<file path="config.mk">
export PLATFORM = sky130hd
export DESIGN_NAME = merge_layer_2_1
export DESIGN_NICKNAME = d
export VERILOG_FILES = /design/src/rtl/merge_pkg.sv /design/src/rtl/merge_cmp.sv /design/src/rtl/merge_layer_2_1.sv
export SDC_FILE = /design/constraint.sdc
export NUM_CORES = 1
export LEC_CHECK = 0
export ABC_AREA = 1
export CORE_ASPECT_RATIO = 1.1
export CORE_MARGIN = 2
export CORE_UTILIZATION = 68
export CTS_CLUSTER_DIAMETER = 50
export DETAILED_ROUTE_END_ITERATION = 7
export DONT_BUFFER_PORTS = 1
export GPL_TIMING_DRIVEN = 0
export MAX_ROUTING_LAYER = met4
export PLACE_DENSITY_LB_ADDON = 0.15
export RECOVER_POWER = 50
export SLEW_MARGIN = 25
export SYNTH_ARGS = -nofsm -noshare
export SYNTH_HDL_FRONTEND = slang
export SYNTH_HIERARCHICAL = 1
export SYNTH_SLANG_ARGS = --single-unit
</file>
<file path="constraint.sdc">
create_clock -name clk -period 4.85 [get_ports clk]
set_input_delay 0.97 -clock clk [delete_from_list [all_inputs] [get_ports clk]]
set_output_delay 0.97 -clock clk [all_outputs]
set_load 0.005 [all_outputs]
</file>
<file path="src/rtl/merge_pkg.sv">
// rtl/merge_pkg.sv - shared types, defaults and counter widths for the two-run merge layer
package merge_pkg;

    localparam int DATA_W_DEF  = 16;
    localparam int RUN_LEN_DEF = 4;

    typedef enum logic [1:0] {
        ST_IDLE = 2'd0,
        ST_RUN  = 2'd1,
        ST_FIN  = 2'd2
    } state_t;

    // per-side consumed counter must hold the value RUN_LEN itself
    function automatic int cnt_w(input int run_len);
        return $clog2(run_len + 1);
    endfunction

    function automatic int out_w(input int run_len);
        return $clog2(2 * run_len + 1);
    endfunction

endpackage

</file>
<file path="src/rtl/merge_cmp.sv">
// rtl/merge_cmp.sv - key comparator choosing side A or B; ties go to A so the merge is stable
module merge_cmp #(
    parameter int DATA_W = merge_pkg::DATA_W_DEF
) (
    input  logic [DATA_W-1:0] key_a,
    input  logic [DATA_W-1:0] key_b,
    input  logic              descend,
    output logic              take_a
);

    assign take_a = descend ? (key_a >= key_b) : (key_a <= key_b);

endmodule

</file>
<file path="src/rtl/merge_layer_2_1.sv">
// rtl/merge_layer_2_1.sv - merges two sorted runs of RUN_LEN keys into one registered output stream
module merge_layer_2_1
    import merge_pkg::*;
#(
    parameter int DATA_W  = DATA_W_DEF,
    parameter int RUN_LEN = RUN_LEN_DEF
) (
    input  logic              clk,
    input  logic              rst_n,
    input  logic              start,
    input  logic              abort,
    input  logic              descend,
    input  logic              a_valid,
    output logic              a_ready,
    input  logic [DATA_W-1:0] a_data,
    input  logic              b_valid,
    output logic              b_ready,
    input  logic [DATA_W-1:0] b_data,
    output logic              m_valid,
    input  logic              m_ready,
    output logic [DATA_W-1:0] m_data,
    output logic              m_last,
    output logic              busy,
    output logic              done
);

    localparam int CW = cnt_w(RUN_LEN);
    localparam int OW = out_w(RUN_LEN);
    localparam logic [CW-1:0] LP_RUN  = CW'(RUN_LEN);
    localparam logic [OW-1:0] LP_LAST = OW'(2 * RUN_LEN - 1);

    state_t            r_state;
    logic              r_desc;
    logic [DATA_W-1:0] r_a_head;
    logic [DATA_W-1:0] r_b_head;
    logic              r_a_hv;
    logic              r_b_hv;
    logic [CW-1:0]     r_a_cons;
    logic [CW-1:0]     r_b_cons;
    logic [OW-1:0]     r_out_cnt;
    logic              r_m_valid;
    logic [DATA_W-1:0] r_m_data;
    logic              r_m_last;

    logic              w_take_a;
    logic              w_a_done;
    logic              w_b_done;
    logic              w_sel_valid;
    logic              w_sel_a;
    logic              w_load;
    logic              w_a_ready;
    logic              w_b_ready;
    logic              w_m_hs;

    merge_cmp #(
        .DATA_W (DATA_W)
    ) u_cmp (
        .key_a   (r_a_head),
        .key_b   (r_b_head),
        .descend (r_desc),
        .take_a  (w_take_a)
    );

    assign w_a_done = (r_a_cons == LP_RUN);
    assign w_b_done = (r_b_cons == LP_RUN);

    // once a side has emitted its whole run the other side drains without comparing
    always_comb begin
        w_sel_valid = 1'b0;
        w_sel_a     = 1'b0;
        if (w_a_done) begin
            w_sel_valid = r_b_hv;
            w_sel_a     = 1'b0;
        end else if (w_b_done) begin
            w_sel_valid = r_a_hv;
            w_sel_a     = 1'b1;
        end else begin
            w_sel_valid = r_a_hv && r_b_hv;
            w_sel_a     = w_take_a;
        end
    end

    assign w_load    = (r_state == ST_RUN) && w_sel_valid && (!r_m_valid || m_ready);
    assign w_m_hs    = r_m_valid && m_ready;
    assign w_a_ready = (r_state == ST_RUN) && !r_a_hv && !w_a_done;
    assign w_b_ready = (r_state == ST_RUN) && !r_b_hv && !w_b_done;

    always_ff @(posedge clk or negedge rst_n) begin
        if (!rst_n) begin
            r_state   <= ST_IDLE;
            r_desc    <= 1'b0;
            r_a_head  <= '0;
            r_b_head  <= '0;
            r_a_hv    <= 1'b0;
            r_b_hv    <= 1'b0;
            r_a_cons  <= '0;
            r_b_cons  <= '0;
            r_out_cnt <= '0;
            r_m_valid <= 1'b0;
            r_m_data  <= '0;
            r_m_last  <= 1'b0;
        end else if (abort) begin
            r_state   <= ST_IDLE;
            r_desc    <= 1'b0;
            r_a_head  <= '0;
            r_b_head  <= '0;
            r_a_hv    <= 1'b0;
            r_b_hv    <= 1'b0;
            r_a_cons  <= '0;
            r_b_cons  <= '0;
            r_out_cnt <= '0;
            r_m_valid <= 1'b0;
            r_m_data  <= '0;
            r_m_last  <= 1'b0;
        end else begin
            case (r_state)
                ST_IDLE: begin
                    if (start) begin
                        r_state   <= ST_RUN;
                        r_desc    <= descend;
                        r_a_hv    <= 1'b0;
                        r_b_hv    <= 1'b0;
                        r_a_cons  <= '0;
                        r_b_cons  <= '0;
                        r_out_cnt <= '0;
                        r_m_valid <= 1'b0;
                        r_m_last  <= 1'b0;
                    end
                end
                ST_RUN: begin
                    if (a_valid && w_a_ready) begin
                        r_a_head <= a_data;
                        r_a_hv   <= 1'b1;
                    end
                    if (b_valid && w_b_ready) begin
                        r_b_head <= b_data;
                        r_b_hv   <= 1'b1;
                    end
                    // a head is only ever cleared while full and only filled while empty
                    if (w_load) begin
                        r_m_valid <= 1'b1;
                        r_m_last  <= (r_out_cnt == LP_LAST);
                        r_out_cnt <= r_out_cnt + OW'(1);
                        if (w_sel_a) begin
                            r_m_data <= r_a_head;
                            r_a_hv   <= 1'b0;
                            r_a_cons <= r_a_cons + CW'(1);
                        end else begin
                            r_m_data <= r_b_head;
                            r_b_hv   <= 1'b0;
                            r_b_cons <= r_b_cons + CW'(1);
                        end
                    end else if (w_m_hs) begin
                        r_m_valid <= 1'b0;
                        r_m_last  <= 1'b0;
                    end
                    if (w_m_hs && r_m_last) begin
                        r_state <= ST_FIN;
                    end
                end
                ST_FIN: begin
                    r_state <= ST_IDLE;
                end
                default: begin
                    r_state <= ST_IDLE;
                end
            endcase
        end
    end

    assign a_ready = w_a_ready;
    assign b_ready = w_b_ready;
    assign m_valid = r_m_valid;
    assign m_data  = r_m_data;
    assign m_last  = r_m_last;
    assign busy    = (r_state != ST_IDLE);
    assign done    = (r_state == ST_FIN);

endmodule

</file>
After elaboration in Yosys (flattened, before gate mapping)
Index checks and enable logic that the tools add are counted.
{"block": "op_classes", "n_mux": 53, "eq_ne": 11, "magnitude_cmp": 2, "addsub": 3, "reduce_logical": 36}
{"op": "$mux W16", "n": 10}
{"op": "$mux W1", "n": 22}
{"op": "$mux W3", "n": 7}
{"op": "$ge A16 B16 Y1", "n": 1}
{"op": "$le A16 B16 Y1", "n": 1}
{"op": "$reduce_bool A2 Y1", "n": 7}
{"op": "$mux W4", "n": 3}
{"op": "$ne A3 B3 Y1 const B", "n": 4}
{"op": "$pmux W3 S2", "n": 2}
{"op": "$reduce_and A2 Y1", "n": 6}
{"op": "$logic_and A1 B1 Y1", "n": 11}
{"op": "$pmux W1 S2", "n": 4}
{"op": "$pmux W4 S2", "n": 1}
{"op": "$reduce_and A4 Y1", "n": 2}
{"op": "$add A3 B1 Y3 const B", "n": 2}
{"op": "$eq A3 B3 Y1 const B", "n": 2}
{"op": "$mux W2", "n": 3}
{"op": "$reduce_and A3 Y1", "n": 2}
{"op": "$logic_not A1 Y1", "n": 5}
{"op": "$add A4 B1 Y4 const B", "n": 1}
{"op": "$eq A4 B3 Y1 const B", "n": 1}
{"op": "$ne A4 B4 Y1 const B", "n": 1}
{"op": "$pmux W2 S2", "n": 1}
{"op": "$ne A3 B2 Y1 const B", "n": 1}
{"op": "other kinds (5)", "n": 5}
{"block": "word_totals", "regBits": 65, "output_inout_bits": 22, "in_bits": 40, "word_cells": 117}

Longest topological paths before layout
Gate-level depths: netlist (run 1).
{"block": "logic_depth", "depth_word": 9, "mapped_depth": 22}

Cells and area by module
The synthesis (run 1) kept the hierarchy.
{"mod": "merge_layer_2_1", "area_each_um2": 3240.6, "cells_each": 396, "seq_area_each_um2": 1626.6, "instances": 1}
{"mod": "merge_cmp", "area_each_um2": 457.9, "cells_each": 74, "seq_area_each_um2": 0.0, "instances": 1}

Worst setup path after synthesis (run 1)
No wires, ideal clock.
{"block": "synth_timing", "path_kind": "register to register", "from": "register r_a_head[15]", "to": "register r_m_data[13], in the netlist m_data[13]", "path_slack_ps": 2798, "synth_period_minus_slack_ps": 2052, "t_arrival_ps": 1935, "stages_incl_launch_ff": 17, "path_buffers": 1, "t_required_ps": 4733, "path_cell_list": "dfrtp_1 > ha_1 > a21oi_1 > o21ai_0 > a21oi_2 > nand2_1 > nand2_1 > nand3_2 > inv_1 > nand2_1 > nand2_1 > inv_2 > buf_2 > nand2_1 > nand2_1 > nand3_1 > nand2_1"}
{"block": "synth_via", "elab_chain_cells": 8, "elab_cells_between_ends": 9, "classes_between": "order compare: 2; mux: 7"}
{"element": "from (decl)", "line_no": "merge_layer_2_1.sv:34", "source": "logic [DATA_W-1:0] r_a_head;"}
{"element": "from (signal assigned)", "line_no": "merge_layer_2_1.sv:132", "source": "r_a_head <= a_data;"}
{"element": "$le A16 B16 Y1 / $ge A16 B16 Y1 (equally long branches)", "line_no": "merge_cmp.sv:11", "source": "assign take_a = descend ? (key_a >= key_b) : (key_a <= key_b);"}
{"element": "$mux W1 (*)", "line_no": "merge_cmp.sv:11"}
{"element": "named net w_take_a", "line_no": "merge_layer_2_1.sv:45", "source": "logic w_take_a;"}
{"element": "$mux W1 (*)", "line_no": "merge_layer_2_1.sv:74", "source": "end else if (w_b_done) begin"}
{"element": "$mux W1 (*)", "line_no": "merge_layer_2_1.sv:71", "source": "if (w_a_done) begin"}
{"element": "$mux W16 (*)", "line_no": "merge_layer_2_1.sv:144", "source": "if (w_sel_a) begin"}
{"element": "$mux W16 (*)", "line_no": "merge_layer_2_1.sv:140", "source": "if (w_load) begin"}
{"element": "$mux W16 (*)", "line_no": "merge_layer_2_1.sv:116", "source": "case (r_state)"}
{"element": "$mux W16 (*)", "line_no": "merge_layer_2_1.sv:102", "source": "end else if (abort) begin"}
{"element": "to (signal assigned)", "line_no": "merge_layer_2_1.sv:145", "source": "r_m_data <= r_a_head;"}
{"element": "to (signal assigned)", "line_no": "merge_layer_2_1.sv:149", "source": "r_m_data <= r_b_head;"}
{"element": "to (decl)", "line_no": "merge_layer_2_1.sv:42", "source": "logic [DATA_W-1:0] r_m_data;"}
The timed path passes the listed nets; every way through them passes the cells marked *. The select of a mux whose other input is x is not followed.
A chain may end at the register's enable or synchronous reset.

Final worst setup path (run 1)
{"block": "layout_timing", "from": "register r_b_head[3]", "to": "register r_m_data[5], in the netlist m_data[5]"}
{"block": "layout_via", "elab_chain_cells": 8, "elab_cells_between_ends": 9, "classes_between": "order compare: 2; mux: 7"}
{"element": "from (decl)", "line_no": "merge_layer_2_1.sv:35", "source": "logic [DATA_W-1:0] r_b_head;"}
{"element": "from (signal assigned)", "line_no": "merge_layer_2_1.sv:136", "source": "r_b_head <= b_data;"}
{"element": "$le A16 B16 Y1 / $ge A16 B16 Y1 (equally long branches)", "line_no": "merge_cmp.sv:11"}
{"element": "$mux W1 (*)", "line_no": "merge_cmp.sv:11"}
{"element": "named net w_take_a", "line_no": "merge_layer_2_1.sv:45"}
{"element": "$mux W1 (*)", "line_no": "merge_layer_2_1.sv:74"}
{"element": "$mux W1 (*)", "line_no": "merge_layer_2_1.sv:71"}
{"element": "$mux W16 (*)", "line_no": "merge_layer_2_1.sv:144"}
{"element": "$mux W16 (*)", "line_no": "merge_layer_2_1.sv:140"}
{"element": "$mux W16 (*)", "line_no": "merge_layer_2_1.sv:116"}
{"element": "$mux W16 (*)", "line_no": "merge_layer_2_1.sv:102"}
Marks and branches as above.

==> impl_metrics.env, run 1 <==
export IMPL_fin_nets=542
export IMPL_grt_max_degree=66
export IMPL_powerDensity_mw_per_mm2=507
export IMPL_antenna_diode_count=0
export IMPL_multi_input_area_sq_mm=0.00172
export IMPL_syn_area_sq_mm=0.00370
export IMPL_grt_pass1_vias=3160
export IMPL_netlist_area_leader_share_pct=44.0
export IMPL_yosysTopAreaCell="dfrtp_1"
export IMPL_vias=3183
export IMPL_critical_path_buf_inv_count=5
export IMPL_cp_cell_sequence="inv_1 > ha_1 > nand2_1 > inv_1 > nand2_1 > nand2_1 > nand2_1 > nand2_1 > nand2_1 > nand2_1 > nand2_1 > nand3_2 > inv_1 > nand2_1 > nand2_1 > inv_2 > buf_2 > nand2_1 > nand2_1 > nand3_1 > nand2_1"
export IMPL_tightest_slew_ns=0.584
export IMPL_ys_warn_count=6
export IMPL_clock_sinks=65
export IMPL_ys_types=31
export IMPL_cp_max_fo=10
export IMPL_finalHoldViolations=0
export IMPL_path_delay_family="simple AND/OR/NAND/NOR gates"
export IMPL_finClkSkew_ns=0.0128
export IMPL_p_leak_uw=0.00224
export IMPL_cts_max_path_buffers=2
export IMPL_cp_start_kind="flop"
export IMPL_ys_flop_type="dfrtp_1"
export IMPL_stdcell_area_sq_mm=0.00401
export IMPL_synth_most_common_cell="nand2_1"
export IMPL_die_w_microns=74.3
export IMPL_numCtsBuffers=9
export IMPL_syn_inst=470
export IMPL_die_h_microns=81.4
export IMPL_place_inst=545
export IMPL_fin_tns_setup_ns=0
export IMPL_post_cts_setup_buffers=0
export IMPL_ys_top_cells_by_count="152 x nand2_1, 84 x nand3_1, 65 x dfrtp_1, 57 x inv_1, 21 x ha_1"
export IMPL_wl_per_cell_microns=15.4
export IMPL_synthTopCellsByArea="dfrtp_1 44%, nand2_1 15%, nand3_1 11%"
export IMPL_regArea_sq_mm=0.00163
export IMPL_reg2reg_depth=21
export IMPL_crit_path_end_kind="flop"
export IMPL_arrival_ns=2.90
export IMPL_cts_resized=0
export IMPL_outcome="complete, no violations"
export IMPL_root_buffer="clkbuf_8"
export IMPL_max_stage_delay_ns=0.39
export IMPL_min_period_ns=2.61
export IMPL_start_util_pct=69.5
export IMPL_grt_use_total_pct=32.4
export IMPL_clkTransAtPathRegs_ns=0.08
export IMPL_synth_seq_cells=65
export IMPL_cap_violations=0
export IMPL_die_area_sq_mm=0.00605
export IMPL_ant_nets=0
export IMPL_first_iter_violations=309
export IMPL_hp_class="input pin to async pin"
export IMPL_first_pass_iters=5
export IMPL_num_rows=28
export IMPL_postSynthAreaPerCell_sq_um=7.87
export IMPL_slowest_stage="dfrtp_1"
export IMPL_antenna_found_initial=0
export IMPL_viasPerCell=5.67
export IMPL_ys_seq_area_share_pct=44.0
export IMPL_synth_edf_count=0
export IMPL_boundaryPins=62
export IMPL_drv_slew=0
export IMPL_drive_gt1_share_pct=11.9
export IMPL_syn_num_nets=531
export IMPL_overflow=0
export IMPL_dp_hpwl_mm=6.22
export IMPL_rsz0062_at_grt="false"
export IMPL_grt_pass1_wl_mm=14.4
export IMPL_hold_buffers=0
export IMPL_fin_cells=561
export IMPL_setup_slack_ns=2.24
export IMPL_path_class="flop to flop"
export IMPL_path_depth=21
export IMPL_critical_path_required_ns=5.14
export IMPL_core_area_sq_mm=0.00533
export IMPL_vdd_drop_max_mv=0.369
export IMPL_setup_viol=0
export IMPL_max_slew_margin_pct=60.7
export IMPL_cts_tree="done"
export IMPL_area_growth_pct=8.49
export IMPL_htreeDepth=3
export IMPL_holdWs_ns=0.301
export IMPL_drc=0
export IMPL_place_area_sq_mm=0.00379
export IMPL_post_route_period_util_pct=53.9
export IMPL_place_congestion=0.879
export IMPL_fmax_ghz=0.382
export IMPL_dp_slack_ns=2.36
export IMPL_fill_cells=402
export IMPL_clock_latency_ns=0.35
export IMPL_wl_mm=8.62
export IMPL_io_buffers=0
export IMPL_cp_common_cell="nand2_1"
export IMPL_synthArstFlopShare_pct=100
[through the flow]
step	power [uW]	utilization (%)
after floorplan	1280	-
after global placement	1440	71.2
after detailed placement	1470	71.2
after CTS	2040	75.8
after global routing	2170	75.4
final	2030	75.4
[flip-flops by register name (all words and copies together) (netlist names)]
register	flops
r_a_cons	3
r_b_head	16
r_a_hv	1
m_data	16
r_state	2
m_last	1
r_a_head	16
r_b_hv	1
r_b_cons	3
m_valid	1
r_desc	1
r_out_cnt	4
[cells in the final DEF, fill, tap and decap left out, types with 2 or more instances in the layout]
cell and instances:
buf_2 7, nand2_2 3, clkinvlp_4 2, o21ai_2 10
inv_1 57, a21oi_2 2, nor2_2 4, dfrtp_1 65
inv_2 3, nand2_1 154, bufinv_16 3, nor3_1 2
buf_1 2, nand4_1 4, clkbuf_8 9, o21ai_0 9
nor2_1 11, nand3_2 2, clkbuf_1 4, nand2_4 2
nand3_1 84, buf_6 2, ha_1 21, a21oi_1 12
[report_power, final]
part	internal [uW]	switching (uW)	total, uW
clock network	341	221	562
registers	626	83.1	709
logic	236	527	763
[worst register-to-register path: cells and delay by family (launching register included)]
kind	cells	cell delay, ns
adders and majority gates	1	0.32
and+or+nand+nor	15	1.17
buffers and inverters	5	0.68
DFF	1	0.39
[path summary, 6_finish.rpt]
path                                          from                 endpoint  slack, ns
min in group clk           r_b_cons[1]$_DFFE_PN0P_  r_b_cons[1]$_DFFE_PN0P_       0.51
hold / removal                               rst_n       m_last$_DFFE_PN0P_       0.30
max in group asynchronous                    rst_n  r_a_head[8]$_DFFE_PN0P_       4.43
setup / recovery           r_b_head[3]$_DFFE_PN0P_    m_data[5]$_DFFE_PN0P_       2.24
setup reg to reg           r_b_head[3]$_DFFE_PN0P_    m_data[5]$_DFFE_PN0P_       2.24
hold reg to reg            r_b_cons[1]$_DFFE_PN0P_  r_b_cons[1]$_DFFE_PN0P_       0.51
[cells by family (layout without fill, tap and decap cells)]
family / Yosys count / count (layout) / synth area share, %
AOI/OAI and AO/OA: 34 / 34 / 5.89
xor gates and xnor gates: 1 / 1 / 0.237
adders and majority gates: 21 / 21 / 7.10
buffers and inverters: 77 / 93 / 8.90
DFF: 65 / 65 / 44.0
and+or+nand+nor: 272 / 272 / 33.9
[layout make-up]
cell class              instances  area share (%)
inverters                      60            5.61
multi-input cells             328            42.9
plain buffers                  17            2.56
clock buffers                   9            3.09
flip-flops and latches         65            40.5
clock inverters                 7            2.96
well taps                      75            2.34
[per-layer routing]
metal  routed length (microns)  global-route usage, %
met5                         0                      -
met3                       502                   5.58
met2                      4350                   51.7
met4                       184                   15.4
met1                      3580                   40.2
No activity file was read; power rests on OpenSTA's default activity.
==> inputs of run 2 (changes only) <==
--- a/config.mk
+++ b/config.mk
@@ -8,7 +8,7 @@
 export ABC_AREA = 1
 export CORE_ASPECT_RATIO = 1.1
 export CORE_MARGIN = 2
-export CORE_UTILIZATION = 68
+export CORE_UTILIZATION = 64
 export CTS_CLUSTER_DIAMETER = 50
 export DETAILED_ROUTE_END_ITERATION = 7
 export DONT_BUFFER_PORTS = 1
==> constraint.sdc (replaced) <==
create_clock -name clk -period 2.45 [get_ports clk]
set_input_delay 0.49 -clock clk [delete_from_list [all_inputs] [get_ports clk]]
set_output_delay 0.49 -clock clk [all_outputs]
set_load 0.005 [all_outputs]
==> impl_metrics.env, run 2 (synthesis gave the netlist of run 1 again) <==
export IMPL_regArea_sq_mm=0.00163
export IMPL_root_buffer="clkbuf_8"
export IMPL_tightest_slew_ns=1.60
export IMPL_cp_common_cell="nand2_1"
export IMPL_clkTransAtPathRegs_ns=0.07
export IMPL_fin_nets=545
export IMPL_antenna_found_initial=0
export IMPL_num_rows=29
export IMPL_max_stage_delay_ns=0.40
export IMPL_clock_sinks=65
export IMPL_cp_cell_sequence="ha_1 > a21oi_1 > nand2_1 > nand2_1 > nand2_1 > nand2_1 > nand2_1 > nand2_1 > nand3_2 > inv_1 > nand2_1 > nand2_4 > inv_2 > clkbuf_4 > nand2_1 > nand2_1 > nand3_1 > nand2_1"
export IMPL_io_buffers=0
export IMPL_ant_nets=0
export IMPL_dp_slack_ns=0.00143
export IMPL_clock_latency_ns=0.35
export IMPL_boundaryPins=62
export IMPL_htreeDepth=3
export IMPL_min_period_ns=2.27
export IMPL_cp_max_fo=10
export IMPL_grt_use_total_pct=29.2
export IMPL_post_route_period_util_pct=92.9
export IMPL_viasPerCell=5.51
export IMPL_crit_path_end_kind="flop"
export IMPL_grt_pass1_wl_mm=14.1
export IMPL_die_area_sq_mm=0.00640
export IMPL_antenna_diode_count=0
export IMPL_place_congestion=0.948
export IMPL_critical_path_buf_inv_count=3
export IMPL_finish_utilization_pct=71.5
export IMPL_vias=3120
export IMPL_finalHoldViolations=0
export IMPL_overflow=0
export IMPL_vdd_drop_max_mv=0.582
export IMPL_rsz0062_at_grt="true"
export IMPL_cp_start_kind="flop"
export IMPL_max_slew_margin_pct=-6.45
export IMPL_violations="capacitance limit, slew limit"
export IMPL_start_util_pct=65.3
export IMPL_wl_per_cell_microns=14.9
export IMPL_numCtsBuffers=9
export IMPL_drive_gt1_share_pct=12.9
export IMPL_grt_pass1_vias=3024
export IMPL_path_class="flop to flop"
export IMPL_powerDensity_mw_per_mm2=1000
export IMPL_path_delay_family="simple AND/OR/NAND/NOR gates"
export IMPL_cts_tree="done"
export IMPL_dp_hpwl_mm=6.15
export IMPL_grt_max_degree=66
export IMPL_fmax_ghz=0.440
export IMPL_arrival_ns=2.52
export IMPL_wl_mm=8.44
export IMPL_fin_tns_setup_ns=0
export IMPL_critical_path_required_ns=2.69
export IMPL_finClkSkew_ns=0.00791
export IMPL_hp_class="input pin to flop"
export IMPL_fill_cells=495
export IMPL_setup_viol=0
export IMPL_mostFrequentLayoutCells="151 x nand2_1, 84 x nand3_1, 65 x dfrtp_1"
export IMPL_multi_input_area_sq_mm=0.00175
export IMPL_stdcell_area_sq_mm=0.00405
export IMPL_p_leak_uw=0.00225
export IMPL_first_iter_violations=212
export IMPL_slowest_stage="dfrtp_1"
export IMPL_place_area_sq_mm=0.00379
export IMPL_first_pass_iters=5
export IMPL_cap_violations=1
export IMPL_mostFrequentLayoutCell="nand2_1"
export IMPL_die_h_microns=83.7
export IMPL_outcome="complete, but fails checks"
export IMPL_area_growth_pct=9.44
export IMPL_setup_slack_ns=0.175
export IMPL_drv_slew=66
export IMPL_core_area_sq_mm=0.00566
export IMPL_drc=0
export IMPL_cts_max_path_buffers=2
export IMPL_die_w_microns=76.5
-- run 2: cell types whose count changed in the layout (fill, tap and decap cells not counted), moves of 2 or more --
cell	change
nand2_1	-3
clkinvlp_4	-2
buf_4	+2
clkbuf_1	+2
clkbuf_8	+2
nand2_4	+2
-- run 2: final cells by class --
class                           instances  share of cell area (%)
Clock inverter                          2                    1.48
Inverter                               60                    5.56
Sequential cell                        65                    40.2
Tap cell                               77                    2.38
Clock buffer                           14                    4.02
Buffer                                 17                    2.63
Multi-Input combinational cell        328                    43.2
Timing Repair Buffer                    3                   0.495
-- run 2: through the flow --
stage | hold slack [ns] | instances | total power, uW
2_1_floorplan | 0.194 | 470 | 2530
3_3_place_gp | 0.196 | 547 | 2860
3_5_place_dp | 0.196 | 547 | 2890
4_1_cts | 0.0191 | 566 | 4030
5_1_grt | 0.247 | 566 | 4340
6_report | 0.248 | 566 | 4070
-- run 2: what timing repair did --
action	in CTS	in global routing
hold buffers	1	0
gates resized for setup	0	3
setup endpoints to repair	7	23
buffers inserted	2	0
hold endpoints to repair	65	0
-- run 2: worst paths after layout --
check	slack (ns)	cells past startpoint	endpoint	start
min in group asynchronous	0.54	1	r_out_cnt[3]$_DFFE_PN0P_	rst_n
max in group asynchronous	0.96	1	r_a_head[10]$_DFFE_PN0P_	rst_n
hold reg to reg	0.51	2	r_b_cons[0]$_DFFE_PN0P_	r_b_cons[0]$_DFFE_PN0P_
setup / recovery	0.18	18	m_data[5]$_DFFE_PN0P_	r_a_head[3]$_DFFE_PN0P_
setup reg to reg	0.18	18	m_data[5]$_DFFE_PN0P_	r_a_head[3]$_DFFE_PN0P_
hold / removal	0.25	2	r_a_head[11]$_DFFE_PN0P_	a_data[11]
-- run 2: per-layer routing --
layer	share of wire, %	vias up	global-route usage, %
met3	5.9	11	6.39
li1	-	1541	-
met4	1.5	0	10.6
met2	50	90	47.5
met1	43	1478	36.2
met5	0	-	-
-- run 2: report_power, final --
group,leakage (uW),internal (uW),switching (uW)
Clock,0.000111,630,400
Combinational,0.00125,565,1060
Sequential,0.000895,1240,166
==> inputs of run 3 (changes only) <==
--- a/config.mk
+++ b/config.mk
@@ -13,8 +13,8 @@
 export DETAILED_ROUTE_END_ITERATION = 7
 export DONT_BUFFER_PORTS = 1
 export GPL_TIMING_DRIVEN = 0
-export MAX_ROUTING_LAYER = met4
-export PLACE_DENSITY_LB_ADDON = 0.15
+export HOLD_SLACK_MARGIN = 0.03
+export PLACE_DENSITY = 0.78
 export RECOVER_POWER = 50
 export SLEW_MARGIN = 25
 export SYNTH_ARGS = -nofsm -noshare
==> impl_metrics.env, run 3 (synthesis gave the netlist of run 1 again) <==
export IMPL_grt_use_total_pct=28.9
export IMPL_critical_path_buf_inv_count=3
export IMPL_numCtsBuffers=9
export IMPL_fin_nets=546
export IMPL_powerDensity_mw_per_mm2=1000
export IMPL_cp_common_cell="nand2_1"
export IMPL_finalHoldViolations=0
export IMPL_die_area_sq_mm=0.00640
export IMPL_drv_slew=66
export IMPL_boundaryPins=62
export IMPL_dp_slack_ns=-0.0980
export IMPL_vias=3153
export IMPL_p_leak_uw=0.00226
export IMPL_finClkSkew_ns=0.00703
export IMPL_cts_max_path_buffers=2
export IMPL_cp_max_fo=10
export IMPL_path_depth=15
export IMPL_max_slew_margin_pct=-5.36
export IMPL_dp_hpwl_mm=6.04
export IMPL_htreeDepth=3
export IMPL_grt_pass1_wl_mm=14.5
export IMPL_cp_cell_sequence="ha_1 > a21oi_1 > o21ai_0 > a21oi_2 > nand3_1 > nand3_2 > inv_1 > nand2_1 > nand2_4 > inv_2 > clkbuf_4 > nand2_1 > nand2_1 > nand3_1 > nand2_1"
export IMPL_max_stage_delay_ns=0.41
export IMPL_setup_viol=0
export IMPL_rr_startpoint="r_a_head[15]$_DFFE_PN0P_"
export IMPL_critical_path_required_ns=2.74
export IMPL_finish_utilization_pct=71.5
export IMPL_die_h_microns=83.7
export IMPL_fmax_ghz=0.444
export IMPL_reg2reg_depth=15
export IMPL_cts_tree="done"
export IMPL_seqPwrFrac_pct=34.6
export IMPL_wl_mm=8.53
export IMPL_mostFrequentLayoutCells="151 x nand2_1, 84 x nand3_1, 65 x dfrtp_1"
export IMPL_drive_gt1_share_pct=13.3
export IMPL_grtUsageMet2_pct=45.9
export IMPL_met1_usage_pct=37.2
export IMPL_clock_latency_ns=0.34
export IMPL_place_inst=547
export IMPL_swShare_pct=41.0
export IMPL_crit_path_end_kind="flop"
export IMPL_cp_start_kind="flop"
export IMPL_vdd_drop_max_mv=0.616
export IMPL_die_w_microns=76.5
export IMPL_root_buffer="clkbuf_8"
export IMPL_wl_per_cell_microns=15.1
export IMPL_viasPerCell=5.57
export IMPL_core_area_sq_mm=0.00566
export IMPL_grt_pass1_vias=3099
export IMPL_violations="capacitance limit, slew limit"
export IMPL_crit_start="r_a_head[15]$_DFFE_PN0P_"
export IMPL_fin_cells=566
export IMPL_overflow=0
export IMPL_first_pass_iters=4
export IMPL_busiest_layer="met2"
export IMPL_slowest_stage="dfrtp_1"
export IMPL_antenna_diode_count=0
export IMPL_ant_nets=0
export IMPL_p_switching_uw=1660
export IMPL_num_rows=29
export IMPL_path_class="flop to flop"
export IMPL_setup_slack_ns=0.196
export IMPL_r2r_setup_slack_ns=0.20
export IMPL_arrival_ns=2.54
export IMPL_fin_tns_setup_ns=0
export IMPL_cap_violations=1
export IMPL_tightest_slew_ns=1.58
export IMPL_area_growth_pct=9.47
export IMPL_post_route_period_util_pct=92.0
export IMPL_outcome="complete, but fails checks"
export IMPL_finalPower_uw=4050
export IMPL_io_buffers=0
export IMPL_crit_end="m_data[3]$_DFFE_PN0P_"
export IMPL_p_int_uw=2390
export IMPL_clock_sinks=65
export IMPL_min_period_ns=2.25
export IMPL_met3_usage_pct=6.60
export IMPL_first_iter_violations=170
export IMPL_antenna_found_initial=0
export IMPL_drc=0
export IMPL_hp_class="input pin to flop"
export IMPL_mostFrequentLayoutCell="nand2_1"
export IMPL_clkTransAtPathRegs_ns=0.07
export IMPL_clock_power_share_pct=24.1
export IMPL_start_util_pct=65.3
export IMPL_reg2reg_to="m_data[3]$_DFFE_PN0P_"
export IMPL_path_delay_family="simple AND/OR/NAND/NOR gates"
export IMPL_grt_max_degree=66
export IMPL_pwr_share_comb_pct=41.3
export IMPL_place_congestion=0.897
==> run 3: cell types whose count changed in the layout (fill, tap and decap cells not counted), sizes merged <==
cell and delta:
clkbuf -1, dlygate4sd3 +1, bufinv -1, clkinv +1
==> run 3: area by class of cell <==
type	count	area (sq um)
multi-input cells	328	1750
flip-flops and latches	65	1630
fillers	470	1610
inverters	60	225
clock buffers	13	179
plain buffers	17	106
well taps	77	96.3
clock inverters	2	35.0
repair buffers	4	30.0
==> run 3: metal layers <==
| layer | part of all wire (%) | wire, microns |
|---|---|---|
| met1 | 42 | 3580 |
| met2 | 49 | 4200 |
| met3 | 6.2 | 530 |
| met4 | 2.5 | 212 |
| met5 | 0 | 0 |
==> run 3: worst min-delay path by stage <==
stage | startpoint | end | cells after the start
5_1_grt | a_data[7] | r_a_head[7]$_DFFE_PN0P_ | 2
4_1_cts | a_data[15] | r_a_head[15]$_DFFE_PN0P_ | 2
3_5_place_dp | rst_n | r_out_cnt[3]$_DFFE_PN0P_ | 0
6_report | a_data[6] | r_a_head[6]$_DFFE_PN0P_ | 2
2_1_floorplan | rst_n | m_data[0]$_DFFE_PN0P_ | 0
3_3_place_gp | rst_n | r_state[1]$_DFFE_PN0P_ | 0
==> run 3: timing repair <==
action	in CTS	in global routing
hold buffers	2	0
gates cloned	0	0
pin swaps	0	1
setup buffers	1	1
endpoints found under the setup margin	13	20
endpoints found under the hold margin	65	0
resized for setup	1	2
==> run 3: power groups by stage <==
| stage | sequential [uW] | combinational (uW) | clock [uW] |
|---|---|---|---|
| 2_1_floorplan | 1380 | 1150 | 0 |
| 3_3_place_gp | 1410 | 1460 | 0 |
| 3_5_place_dp | 1420 | 1500 | 0 |
| 4_1_cts | 1400 | 1600 | 987 |
| 5_1_grt | 1420 | 1880 | 1030 |
| 6_report | 1400 | 1670 | 976 |
==> run 3: metrics by stage <==
step           instance area (sq um)  hold slack (ns)
6_report                        4050            0.253
5_1_grt                         4050            0.248
4_1_cts                         4060            0.247
3_5_place_dp                    3790            0.196
3_3_place_gp                    3790            0.196
2_1_floorplan                   3700            0.194
